==> src/rtl/torch_toggle_arbiter.sv <==
// Round-robin arbiter that shares one redstone line between N requesters and keeps
// line changes under a sliding-window budget. TORCH_ARB_FIXED_PRIORITY_EN selects lowest-index-wins.

module torch_req_lane (
  input  logic req,
  input  logic level,
  input  logic line,
  output logic eff
);
  // A request that would not move the line costs nothing and is ignored.
  assign eff = req && (level != line);
endmodule

module torch_toggle_arbiter #(
  parameter int N           = 4,
  parameter int WINDOW      = 60,
  parameter int MAX_CHANGES = 7,
  parameter int HOLD_CYC    = 2
) (
  input  logic                         clk,
  input  logic                         rst,
  input  logic [N-1:0]                 req,
  input  logic [N-1:0]                 level,
  output logic [N-1:0]                 gnt,
  output logic                         line_out,
  output logic [$clog2(WINDOW+1)-1:0]  budget,
  output logic                         throttled
);
  localparam int BW = $clog2(WINDOW+1);
  localparam int PW = $clog2(N);
  localparam int HW = (HOLD_CYC > 1) ? $clog2(HOLD_CYC) : 1;

  typedef enum logic [1:0] {IDLE, HOLD, THROTTLE} state_t;

  state_t            state, state_nxt;
  logic [WINDOW-1:0] hist;
  logic [HW-1:0]     hold_cnt;
  logic [N-1:0]      eff;
  logic [PW-1:0]     win;
  logic              found, grant, oldest;
  logic [BW-1:0]     budget_nxt;
`ifndef TORCH_ARB_FIXED_PRIORITY_EN
  logic [PW-1:0]     rr_ptr;
`endif

  for (genvar i = 0; i < N; i++) begin : g_lane
    torch_req_lane u_lane (
      .req   (req[i]),
      .level (level[i]),
      .line  (line_out),
      .eff   (eff[i])
    );
  end

  always_comb begin
    logic [PW-1:0] cand;
`ifndef TORCH_ARB_FIXED_PRIORITY_EN
    logic [PW:0]   sum;
`endif
    found = 1'b0;
    win   = '0;
    cand  = '0;
    for (int k = 0; k < N; k++) begin
`ifdef TORCH_ARB_FIXED_PRIORITY_EN
      cand = PW'(k);
`else
      sum = {1'b0, rr_ptr} + (PW+1)'(k);
      if (sum >= (PW+1)'(N)) sum = sum - (PW+1)'(N);
      cand = sum[PW-1:0];
`endif
      if (!found && eff[cand]) begin
        found = 1'b1;
        win   = cand;
      end
    end
  end

  assign grant      = (state == IDLE) && found && (budget < BW'(MAX_CHANGES));
  assign oldest     = hist[WINDOW-1];
  assign budget_nxt = budget - BW'(oldest) + BW'(grant);
  assign throttled  = (state == THROTTLE);

  always_comb begin
    state_nxt = state;
    case (state)
      IDLE:     if (found) state_nxt = grant ? HOLD : THROTTLE;
      HOLD:     if (hold_cnt == '0) state_nxt = IDLE;
      THROTTLE: if (budget_nxt < BW'(MAX_CHANGES)) state_nxt = IDLE;
      default:  state_nxt = IDLE;
    endcase
  end

  always_ff @(posedge clk) begin
    if (rst) begin
      state    <= IDLE;
      hist     <= '0;
      budget   <= '0;
      gnt      <= '0;
      line_out <= 1'b0;
      hold_cnt <= '0;
`ifndef TORCH_ARB_FIXED_PRIORITY_EN
      rr_ptr   <= '0;
`endif
    end else begin
      state  <= state_nxt;
      // Window history: a change entering now leaves the budget WINDOW edges later.
      hist   <= {hist[WINDOW-2:0], grant};
      budget <= budget_nxt;
      gnt    <= grant ? (N'(1) << win) : '0;
      if (grant) begin
        line_out <= level[win];
        hold_cnt <= HW'(HOLD_CYC-1);
`ifndef TORCH_ARB_FIXED_PRIORITY_EN
        rr_ptr   <= (win == PW'(N-1)) ? '0 : win + PW'(1);
`endif
      end else if (state == HOLD && hold_cnt != '0) begin
        hold_cnt <= hold_cnt - HW'(1);
      end
    end
  end
endmodule

==> config.mk <==
export PLATFORM = sky130hd
export DESIGN_NAME = torch_toggle_arbiter
export DESIGN_NICKNAME = d
export VERILOG_FILES = /design/src/rtl/torch_toggle_arbiter.sv
export SDC_FILE = /design/constraint.sdc
export NUM_CORES = 1
export LEC_CHECK = 0
export BUFFER_PORTS_ARGS = -buffer_cell sky130_fd_sc_hd__buf_2
export CAP_MARGIN = 10
export CORE_MARGIN = 5
export CORE_UTILIZATION = 56
export DETAILED_ROUTE_END_ITERATION = 16
export GPL_ROUTABILITY_DRIVEN = 1
export GPL_TIMING_DRIVEN = 0
export HOLD_SLACK_MARGIN = 0.15
export PLACE_DENSITY = 0.75
export SYNTH_ARGS = -nofsm -noshare
export SYNTH_HDL_FRONTEND = slang
export SYNTH_HIERARCHICAL = 1
export SYNTH_SLANG_ARGS = --single-unit
==> constraint.sdc <==
create_clock -name clk -period 6.5 [get_ports clk]
set_input_delay 1.625 -clock clk [delete_from_list [all_inputs] [get_ports clk]]
set_output_delay 1.625 -clock clk [all_outputs]
set_load 0.01 [all_outputs]
==> results.yml <==
global_routing:
  grt-ovfl-total: 0
  grt_pass1_vias: 1553
  grt_max_degree: 14
  antenna_found_initial: 0
  globalRouteTotalUtil_pct: 15.0
  grt_pass1_wl_um: 7130
sta:
  final-hold-violation-count: 0
  rsz0062_at_grt: "no"
  fin_setup_tns_ns: 0
  whs_ns: 0.437
  fmax_mhz: 225
  skew_ns: 0.00496
  worst_pin_slew_ns: 0.453
  timing.final.ws_setup_ns: 2.06
  drv_slew: 0
  maxSlewHeadroom_pct: 69.8
  setup_violations: 0
  min_period_ns: 4.44
  period_share_pct: 68.3
place:
  hpwl_um: 2710
  gp_congestion: 0.761
  port_buffers: 21
  place_area_sq_um: 2850
  dp.cells: 320
  pre_cts_ws_ns: 1.71
routing:
  vias: 1645
  vias_per_cell: 4.90
  postRouteAntennaNets: 0
  wl_per_cell_um: 12.4
  drt-initial-drc-count: 61
  drt_wl_total_um: 4170
  dr.pass1.iters: 4
  drc: 0
clock_tree:
  cts-htree-levels: 3
  cts_buffer_depth: 2
  postCtsResizedCells: 0
  cts_root_buffer: "clkbuf_8"
  post_cts_buffers: 0
  cts.sinks: 76
  cts_tree: "yes"
  holdBufCountCts: 0
  clk_latency_ns: 0.34
  clk_pin_slew_ns: 0.07
  cts_buffers: 9
floorplan:
  fp.dieH_um: 79.1
  die_area_sq_um: 6260
  initial_utilization_pct: 57.0
  pin_count: 22
  row_count: 25
  core-area_sq_um: 4690
  fp.dieW_um: 79.1
logic_synthesis:
  syn-num-nets: 264
  synthDistinctLibCells: 36
  synth_area_sq_um: 2670
  synth.ff_latch_count: 76
  synth_ff_type: "dfxtp_1"
  yosysSeqAreaShare_pct: 56.9
  ys_warn_count: 6
  syn_inst: 245
  synth_area_per_cell_sq_um: 10.9
  async_reset_ff_share_pct: 0
  synth-edff-count: 0
critical_path:
  arrival_ns: 4.67
  crit_fanout: 8
  cpPeakStageDelay_ns: 0.42
  crit_path_start_kind: "input pin"
  end_kind: "register"
  crit_path_cell_trace: "buf_2 > xor2_1 > and2_1 > nor4_2 > nor4_4 > inv_2 > ha_1 > inv_1 > ha_1 > fa_1 > a21o_1 > a21oi_1 > xor2_1 > o2111a_1 > a2111oi_0"
  criticalPathCategory: "in -> reg"
  crit_required_ns: 6.73
  crit_slowest_cell: "fa_1"
status:
  status: "finished clean"
worst_hold_path:
  hp-class: "reg -> reg"
power_and_ir_drop:
  peakVddDrop_v: 0.000210
  switching_share_pct: 30.8
  intPower_mw: 0.967
  combinationalPowerShare_pct: 29.4
  switchingPower_mw: 0.431
  power_frac_clock_pct: 31.9
  finalPower_mw: 1.40
  leakage_nw: 1.28
  seqPwrFrac_pct: 38.8
  cellPowerDensity_nw_per_um2: 450
layout:
  seq_area_sq_um: 1520
  layout-drive-gt1-share_pct: 17.7
  final_cells: 336
  final_area_sq_um: 3100
  num_antenna_cells: 0
  layout.nets: 296
  nFillCells: 355
  multi_input_area_sq_um: 1050
  final_core_util_pct: 66.2
  syn_to_final_growth_pct: 16.1
flow_run:
  cap_violations: 0
## final timing paths
path	endpoint	startpoint	slack, ns	depth (start not counted)
worst max-delay path	state[1]$_SDFFE_PP0P_	level[0]	2.06	15
worst max register to register	state[1]$_SDFFE_PP0P_	line_out$_SDFFE_PP0P_	2.92	14
worst min-delay path	hist[40]$_SDFF_PP0_	hist[39]$_SDFF_PP0_	0.44	1
worst min register to register	hist[40]$_SDFF_PP0_	hist[39]$_SDFF_PP0_	0.44	1
## cells by family after synthesis
kind of cell	share of synthesized area, %
AND/OR/NAND/NOR	21.2
flip-flops	56.9
AO/OA/AOI/OAI	9.55
buffers and inverters	3.74
XOR/XNOR	2.95
adder cells (fa/ha/maj)	4.49
multiplexers	1.17
## cells in the mapped netlist, types with 2 or more instances
cell	n	share of area, %
dfxtp_1	76	57
nor2b_1	63	15
inv_1	15	2.1
nor2_1	13	1.8
a21oi_1	10	1.9
clkbuf_1	8	1.1
ha_1	8	3.7
xor2_1	6	2.0
o21ai_0	5	0.94
and2_1	4	0.94
a211oi_1	3	0.84
nand2_1	3	0.42
nand3b_1	3	0.84
xnor2_1	3	0.98
a21o_1	2	0.56
buf_2	2	0.37
mux2i_1	2	0.75
## power by group through the flow
stage	combinational [mW]	sequential, mW	clock [mW]
6_report	0.411	0.542	0.445
3_3_place_gp	0.398	0.550	0
3_5_place_dp	0.408	0.552	0
4_1_cts	0.415	0.542	0.456
5_1_grt	0.461	0.548	0.475
2_1_floorplan	0.319	0.555	0
## critical path, delay by kind of cell
kind | cells | cell delay [ns]
AOI/OAI and AO/OA | 4 | 0.85
adders and majority gates | 3 | 0.92
buffers and inverters | 3 | 0.24
xor gates and xnor gates | 2 | 0.22
and+or+nand+nor | 3 | 0.79
## sequential cells by signal, indices dropped and copies added, names as in the netlist, named ones only
register / flops
rr_ptr: 1
state: 2
hist: 60
line_out: 1
budget: 6
hold_cnt: 1
gnt: 4
## area by class of cell
type                       count  share of cell area, %
sequential                    76                   49.0
clock buffer                  11                   4.88
timing repair buffer          21                   3.39
tap                           54                   2.18
clock inverter                 5                   3.43
buffer                        10                   1.29
multi-input combinational    143                   33.9
inverter                      16                   1.93
## routing by layer
metal	wire length, um	share of wire [%]	vias up	GRT usage [%]
li1	-	-	852	-
met1	2000	48	767	18.4
met2	1950	47	18	22.8
met3	139	3.3	8	5.44
met4	84	2.0	0	8.25
met5	0	0	-	0
## cell usage in the layout (no fill, tap or decap), types with 2 or more instances in the layout
master,n
dfxtp_1,76
o21ai_0,5
nor2_1,13
ha_1,8
bufinv_16,3
a21oi_1,10
a211oi_1,3
inv_1,15
buf_2,23
and2_1,4
xnor2_1,3
clkbuf_1,8
nand2_1,3
mux2i_1,2
a21o_1,2
nor2b_1,63
nand3b_1,3
clkbuf_8,11
xor2_1,6
(Power assumes the default switching activity.)
